[src/rtl/mc_ctrl_fsm_pkg.sv]
// mc_ctrl_fsm_pkg: state, opcode/funct, ALU and mux-select codes plus decode helpers for the multicycle controller
package mc_ctrl_fsm_pkg;
  typedef enum logic [2:0] {S_IF0 = 3'd0, S_IF1, S_ID, S_EX, S_MEM, S_WB} state_t;
  localparam logic [5:0] OP_RTYPE = 6'h00, OP_ADDI = 6'h08, OP_SLTI = 6'h0A, OP_ANDI = 6'h0C,
                         OP_ORI = 6'h0D, OP_XORI = 6'h0E, OP_LW = 6'h23, OP_SW = 6'h2B,
                         OP_BEQ = 6'h04, OP_BNE = 6'h05, OP_J = 6'h02;
  localparam logic [5:0] F_ADD = 6'h20, F_SUB = 6'h22, F_AND = 6'h24, F_OR = 6'h25,
                         F_XOR = 6'h26, F_NOR = 6'h27, F_SLT = 6'h2A;
  localparam logic [2:0] ALU_ADD = 3'd0, ALU_SUB = 3'd1, ALU_AND = 3'd2, ALU_OR = 3'd3,
                         ALU_XOR = 3'd4, ALU_NOR = 3'd5, ALU_SLT = 3'd6;
  localparam logic [1:0] PC_INC = 2'd0, PC_BR = 2'd1, PC_JMP = 2'd2;
  localparam logic       SRC_A_PC = 1'b0, SRC_A_RS = 1'b1;
  localparam logic [1:0] SRC_B_RT = 2'd0, SRC_B_4 = 2'd1, SRC_B_SEXT = 2'd2, SRC_B_ZEXT = 2'd3;
  function automatic logic [2:0] funct_alu(input logic [5:0] f);
    return f == F_SUB ? ALU_SUB : f == F_AND ? ALU_AND : f == F_OR ? ALU_OR :
           f == F_XOR ? ALU_XOR : f == F_NOR ? ALU_NOR : f == F_SLT ? ALU_SLT : ALU_ADD;
  endfunction
  function automatic logic op_legal(input logic [5:0] op, input logic [5:0] f);
    return op == OP_RTYPE ? f inside {F_ADD, F_SUB, F_AND, F_OR, F_XOR, F_NOR, F_SLT} :
           op inside {OP_ADDI, OP_SLTI, OP_ANDI, OP_ORI, OP_XORI, OP_LW, OP_SW, OP_BEQ, OP_BNE, OP_J};
  endfunction
endpackage

[src/rtl/mc_ctrl_fsm_if.sv]
// mc_ctrl_fsm_if: controller<->datapath bundle; master=controller (in: run/op/funct/zf, out: enables/selects/status), slave=datapath
interface mc_ctrl_fsm_if;
  import mc_ctrl_fsm_pkg::*;
  logic       run;
  logic [5:0] op;
  logic [5:0] funct;
  logic       zf;
  logic       ir_write;
  logic       pc_write;
  logic [1:0] pc_src;
  logic       alu_src_a;
  logic [1:0] alu_src_b;
  logic [2:0] alu_op;
  logic       reg_write;
  logic       reg_dst;
  logic       mem_to_reg;
  logic       mem_write;
  logic       illegal;
  logic       instr_done;
  logic [2:0] state_o;
  modport master (
    input  run, op, funct, zf,
    output ir_write, pc_write, pc_src, alu_src_a, alu_src_b, alu_op, reg_write, reg_dst,
           mem_to_reg, mem_write, illegal, instr_done, state_o
  );
  modport slave (
    output run, op, funct, zf,
    input  ir_write, pc_write, pc_src, alu_src_a, alu_src_b, alu_op, reg_write, reg_dst,
           mem_to_reg, mem_write, illegal, instr_done, state_o
  );
endinterface

[src/rtl/mc_ctrl_fsm_alu_dec.sv]
// mc_alu_dec: combinational ALU function select from (state, op, funct); ADD outside S_EX
module mc_alu_dec
  import mc_ctrl_fsm_pkg::*;
(
  input  state_t     state,
  input  logic [5:0] op,
  input  logic [5:0] funct,
  output logic [2:0] alu_op
);
  always_comb begin
    alu_op = state != S_EX ? ALU_ADD :
             op == OP_RTYPE ? funct_alu(funct) :
             op == OP_SLTI ? ALU_SLT :
             op == OP_ANDI ? ALU_AND :
             op == OP_ORI ? ALU_OR :
             op == OP_XORI ? ALU_XOR :
             (op == OP_BEQ || op == OP_BNE) ? ALU_SUB : ALU_ADD;
  end
endmodule

[src/rtl/mc_ctrl_fsm.sv]
// mc_ctrl_fsm: multicycle IF/ID/EX/MEM/WB sequencer; ports clk, rst (sync, active-high), bus (mc_ctrl_fsm_if.master)
module mc_ctrl_fsm
  import mc_ctrl_fsm_pkg::*;
#(
  parameter int ROM_LAT = 1
) (
  input logic clk,
  input logic rst,
  mc_ctrl_fsm_if.master bus
);
  localparam logic [1:0] LAST = 2'(ROM_LAT - 1);
  state_t     state;
  logic [1:0] cnt;
  logic [2:0] alu_op;
  logic r_type, imm_s, imm_z, br, jmp, lw, sw, legal, ex;
  always_comb begin
    r_type = bus.op == OP_RTYPE;
    imm_s  = bus.op inside {OP_ADDI, OP_SLTI, OP_LW, OP_SW};
    imm_z  = bus.op inside {OP_ANDI, OP_ORI, OP_XORI};
    br     = bus.op == OP_BEQ || bus.op == OP_BNE;
    jmp    = bus.op == OP_J;
    lw     = bus.op == OP_LW;
    sw     = bus.op == OP_SW;
    legal  = op_legal(bus.op, bus.funct);
    ex     = state == S_EX;
  end
  always_ff @(posedge clk) begin
    if (rst) begin
      state <= S_IF0;
      cnt   <= '0;
    end else begin
      case (state)
        S_IF0: begin
          if (!bus.run) cnt <= '0;
          else if (cnt == LAST) begin
            cnt   <= '0;
            state <= S_IF1;
          end else cnt <= cnt + 2'd1;
        end
        S_IF1:   state <= S_ID;
        S_ID:    state <= legal ? S_EX : S_IF0;
        S_EX:    state <= (lw || sw) ? S_MEM : (br || jmp) ? S_IF0 : S_WB;
        S_MEM:   state <= lw ? S_WB : S_IF0;
        default: state <= S_IF0;
      endcase
    end
  end
  mc_alu_dec u_alu_dec (.state(state), .op(bus.op), .funct(bus.funct), .alu_op(alu_op));
  // Write enables and pulses are masked by rst so a reset landing mid-instruction never commits anything.
  always_comb begin
    bus.ir_write   = !rst && state == S_IF1;
    bus.pc_write   = !rst && (state == S_IF1 ||
                     (ex && (jmp || (bus.op == OP_BEQ && bus.zf) || (bus.op == OP_BNE && !bus.zf))));
    bus.pc_src     = ex && br ? PC_BR : ex && jmp ? PC_JMP : PC_INC;
    bus.alu_src_a  = ex && !jmp ? SRC_A_RS : SRC_A_PC;
    bus.alu_src_b  = !ex ? SRC_B_RT : imm_s ? SRC_B_SEXT : imm_z ? SRC_B_ZEXT : SRC_B_RT;
    bus.alu_op     = alu_op;
    bus.reg_write  = !rst && state == S_WB;
    bus.reg_dst    = state == S_WB && r_type;
    bus.mem_to_reg = state == S_WB && lw;
    bus.mem_write  = !rst && state == S_MEM && sw;
    bus.illegal    = !rst && state == S_ID && !legal;
    bus.instr_done = !rst && ((ex && (br || jmp)) || (state == S_MEM && sw) || state == S_WB);
    bus.state_o    = state;
  end
endmodule

[src/flat_wrapper.sv]
// flat-port wrapper written by rule: the top's interface ports become plain ports
module mc_ctrl_fsm_flat import mc_ctrl_fsm_pkg::*;
#(
  parameter int ROM_LAT = 1
)
  (clk, rst, bus_run, bus_op, bus_funct, bus_zf, bus_ir_write, bus_pc_write, bus_pc_src, bus_alu_src_a, bus_alu_src_b, bus_alu_op, bus_reg_write, bus_reg_dst, bus_mem_to_reg, bus_mem_write, bus_illegal, bus_instr_done, bus_state_o);
  mc_ctrl_fsm_if bus_i ();
  input logic clk;
  input logic rst;
  input wire logic [$bits(bus_i.run)-1:0] bus_run;
  input wire logic [$bits(bus_i.op)-1:0] bus_op;
  input wire logic [$bits(bus_i.funct)-1:0] bus_funct;
  input wire logic [$bits(bus_i.zf)-1:0] bus_zf;
  output wire logic [$bits(bus_i.ir_write)-1:0] bus_ir_write;
  output wire logic [$bits(bus_i.pc_write)-1:0] bus_pc_write;
  output wire logic [$bits(bus_i.pc_src)-1:0] bus_pc_src;
  output wire logic [$bits(bus_i.alu_src_a)-1:0] bus_alu_src_a;
  output wire logic [$bits(bus_i.alu_src_b)-1:0] bus_alu_src_b;
  output wire logic [$bits(bus_i.alu_op)-1:0] bus_alu_op;
  output wire logic [$bits(bus_i.reg_write)-1:0] bus_reg_write;
  output wire logic [$bits(bus_i.reg_dst)-1:0] bus_reg_dst;
  output wire logic [$bits(bus_i.mem_to_reg)-1:0] bus_mem_to_reg;
  output wire logic [$bits(bus_i.mem_write)-1:0] bus_mem_write;
  output wire logic [$bits(bus_i.illegal)-1:0] bus_illegal;
  output wire logic [$bits(bus_i.instr_done)-1:0] bus_instr_done;
  output wire logic [$bits(bus_i.state_o)-1:0] bus_state_o;
  assign bus_i.run = bus_run;
  assign bus_i.op = bus_op;
  assign bus_i.funct = bus_funct;
  assign bus_i.zf = bus_zf;
  assign bus_ir_write = bus_i.ir_write;
  assign bus_pc_write = bus_i.pc_write;
  assign bus_pc_src = bus_i.pc_src;
  assign bus_alu_src_a = bus_i.alu_src_a;
  assign bus_alu_src_b = bus_i.alu_src_b;
  assign bus_alu_op = bus_i.alu_op;
  assign bus_reg_write = bus_i.reg_write;
  assign bus_reg_dst = bus_i.reg_dst;
  assign bus_mem_to_reg = bus_i.mem_to_reg;
  assign bus_mem_write = bus_i.mem_write;
  assign bus_illegal = bus_i.illegal;
  assign bus_instr_done = bus_i.instr_done;
  assign bus_state_o = bus_i.state_o;
  mc_ctrl_fsm #(.ROM_LAT(ROM_LAT)) u_core (.clk(clk), .rst(rst), .bus(bus_i));
endmodule
[config.mk]
export PLATFORM = sky130hd
export DESIGN_NAME = mc_ctrl_fsm_flat
export DESIGN_NICKNAME = d
export VERILOG_FILES = /design/src/rtl/mc_ctrl_fsm_pkg.sv /design/src/rtl/mc_ctrl_fsm_if.sv /design/src/rtl/mc_ctrl_fsm_alu_dec.sv /design/src/rtl/mc_ctrl_fsm.sv /design/src/flat_wrapper.sv
export SDC_FILE = /design/constraint.sdc
export NUM_CORES = 1
export LEC_CHECK = 0
export BUFFER_PORTS_ARGS = -buffer_cell sky130_fd_sc_hd__clkbuf_2
export CAP_MARGIN = 20
export CORE_MARGIN = 4
export CORE_UTILIZATION = 28
export DETAILED_ROUTE_END_ITERATION = 8
export HOLD_SLACK_MARGIN = 0.08
export PLACE_DENSITY = 0.65
export SYNTH_ARGS = -nofsm -noshare
export SYNTH_HDL_FRONTEND = slang
export SYNTH_SLANG_ARGS = --single-unit
[constraint.sdc]
create_clock -name clk -period 3 [get_ports clk]
set_input_delay 0.9 -clock clk [delete_from_list [all_inputs] [get_ports clk]]
set_output_delay 0.9 -clock clk [all_outputs]
set_load 0.02 [all_outputs]
==> metrics.md <==
| Metric | Value |
|---|---|
| Worst relative slew slack | 76.7% |
| Post-synthesis cell type count | 45 |
| H-tree depth | 1 |
| Fmax | 313 MHz |
| Cell Area, Synth | 734 sq um |
| CTS sink cnt | 5 |
| Antenna-violating nets left | 0 |
| Ys flop type | dfxtp_1 |
| Starting Density | 29.4% |
| Fin util | 48.5% |
| R2R cell count | 2 |
| Die Span Y | 59.2 microns |
| Register area share after synthesis | 13.6% |
| Yosys warns | 0 |
| Critical Path Source Type | input port |
| GPL Wtd Cong | 0.836 |
| Hold_buf cts | 0 |
| Ports | 35 |
| Synth Register Bits | 5 |
| Required @ worst endpoint | 2100 ps |
| Area Overhead vs Synth | 65.2% |
| Reg-to-reg slack, setup | 1610 ps |
| Worst Hold Depth | 2 |
| Routed vias | 958 |
| Setup violations, final | 7 |
| Hold WC Path Type | reg -> reg |
| Worst Setup Path Type | in -> out |
| Min cycle time layout | 3200 ps |
| RSZ-0062 raised after global routing | true |
| Worst VDD drop | 0.000301 V |
| Worst r2r src | u_core.bus.state_o[0] |
| Die area | 3510 sq um |
| Multi-input logic area | 662 sq um |
| DR vias/cell | 5.29 |
| Hold path start | u_core.cnt[1] |
| Core Rows | 18 |
| Drt wl/cell | 13.1 microns |
| Die Wd | 59.2 microns |
| Clock Root Buffer | clkbuf_4 |
| Final WL | 2370 microns |
| ANT cells | 0 |
| Clk_lat worst skew | 240 ps |
| Post-synth EDFFs | 0 |
| Mapped Cells | 101 |
| CTS tree | built |
| # DRC | 0 |
| Crit. End Element | output pin |
| Largest net degree at the start of global routing | 16 |
| Cts bufs inserted | 3 |
| Register area | 100 sq um |
| Fill cells | 272 |
| Fin Clk Skew | 2.05 ps |
| WP data arrival | 2300 ps |
| DRT iter0 DRCs | 8 |
| Top post-synthesis cells by area | dfxtp_1 14%, nor2_1 5.6%, a21oi_1 5.5% |
| Failing checks | setup timing |
| Final Max Slew Viols | 0 |
| Total grt overflow | 0 |
| Gr usage total | 14.0% |
| Hold worst-path end | u_core.cnt[1] |
| Crit path max fanout | 3 |
| Core box area | 2500 sq um |
| Syn avg cell area | 7.27 sq um |
| Layout cells sized above 1 | 53.0% |
| Final Power | 0.282 mW |
| Setup WS post-layout | -196 ps |
| Worst R2R End | u_core.bus.state_o[1] |
| Count leader, synth | nor2_1 |
| Most common library cells after synthesis | 11 x nor2_1, 8 x a21oi_1, 6 x clkbuf_1 |
| Detailed Place HPWL | 1970 microns |
| Hold slack | 495 ps |
| Worst Tran Pin Value | 349 ps |
| PortBufs | 34 |
| First-pass GRT wire length | 3880 microns |
| Maximum buffer depth of the clock tree | 2 |
| Share of the synthesized area in the top cell type | 13.6% |
| Status | finished, violations left |
| Post-Syn Nets | 119 |
| Max Cap Viol | 0 |
| Final net count | 170 |
| Tcrit/Tclk final | 107% |
| Clock transition at path regs | 40 ps |
| Hold Violations, Final | 0 |
| PwrDens | 232 nW/um^2 |
| Vias in the first global route | 969 |
| Yosys top cell by area | dfxtp_1 |
| Drt first pass iters | 4 |
| Asr flop ratio synth | 0% |
| Initial antenna violation count | 0 |
| Leakage | 0.526 nW |
## registers in the layout, indices dropped and copies added (netlist names)
signal / flops
u_core.bus.state_o: 3
u_core.cnt: 2
## timing repair
item                                    CTS  global route
pin swaps                                 2             7
cloned                                    0             0
setup buffers                             1             0
endpoints found under the setup margin    8            11
resized for setup                        11            25
## cell families (layout without fill, tap and decap cells)
logic type | Yosys count | after routing | share of synthesized area [%]
and+or+nand+nor | 50 | 50 | 42.1
AOI/OAI and AO/OA | 30 | 30 | 31.9
buffers and inverters | 13 | 63 | 7.84
DFF | 5 | 5 | 13.6
adders and majority gates | 2 | 2 | 3.41
xor gates and xnor gates | 1 | 1 | 1.19
## where the power goes
group | leakage, nW | internal (mW) | switching (mW)
clock network | 0.0150 | 0.0501 | 0.0245
logic | 0.471 | 0.0600 | 0.0670
registers | 0.0407 | 0.0708 | 0.00973
total | 0.526 | 0.181 | 0.101
## layout make-up
type | count | area share [%]
Sequential cell | 5 | 8.25
Inverter | 5 | 1.55
Timing Repair Buffer | 54 | 30.4
Multi-Input combinational cell | 83 | 54.5
Clock buffer | 4 | 2.16
Tap cell | 30 | 3.09
## worst max-delay path, cell delays in order
cell and delay (ps):
buf_6 90, or4_4 550, a2111oi_4 230, a221o_1 250, and2b_2 170, buf_8 110
## worst max path at each step
stage | from | to | slack, ps | cells past startpoint
2_1_floorplan | bus_op[3] | bus_illegal | -30 | 4
3_3_place_gp | bus_op[3] | bus_illegal | -190 | 6
3_5_place_dp | bus_op[3] | bus_illegal | -240 | 6
4_1_cts | bus_op[3] | bus_illegal | -220 | 6
5_1_grt | bus_op[3] | bus_illegal | -270 | 6
6_report | bus_op[3] | bus_illegal | -200 | 6
## per-layer routing
layer  share of wire, %  GRT usage, %  wire length [microns]  vias to the layer above
met2                 53          26.8                   1250                       25
met5                  0             0                      0                        -
met1                 40          14.9                    955                      445
met4                  0          3.88                      0                        0
met3                6.7          3.27                    158                        0
li1                   -             -                      -                      488
## through the flow
stage | std cells | TNS, ps | area, sq um | setup slack (ps)
after global placement | 177 | -825 | 1080 | -194
after CTS | 181 | -771 | 1150 | -225
final | 181 | -638 | 1210 | -196
after global routing | 181 | -940 | 1210 | -265
after floorplan | 101 | -29.5 | 762 | -29.5
after detailed placement | 177 | -940 | 1080 | -237
## cell usage in the layout (no fill, tap or decap), types with 2 or more instances in the layout
cell type   n
clkbuf_2   23
buf_4      23
nor2_1      9
a21oi_1     6
inv_1       5
nor3_1      5
buf_6       5
dfxtp_1     5
nand2b_1    4
nand3_1     4
or3_4       3
nand2_1     3
o21ai_0     3
clkbuf_4    3
a211oi_2    2
nand3b_1    2
a21oi_2     2
nor4_2      2
nor2b_1     2
a2111oi_2   2
o32a_1      2
ha_1        2
buf_2       2
Note: power is estimated with default switching activity, not from simulation.
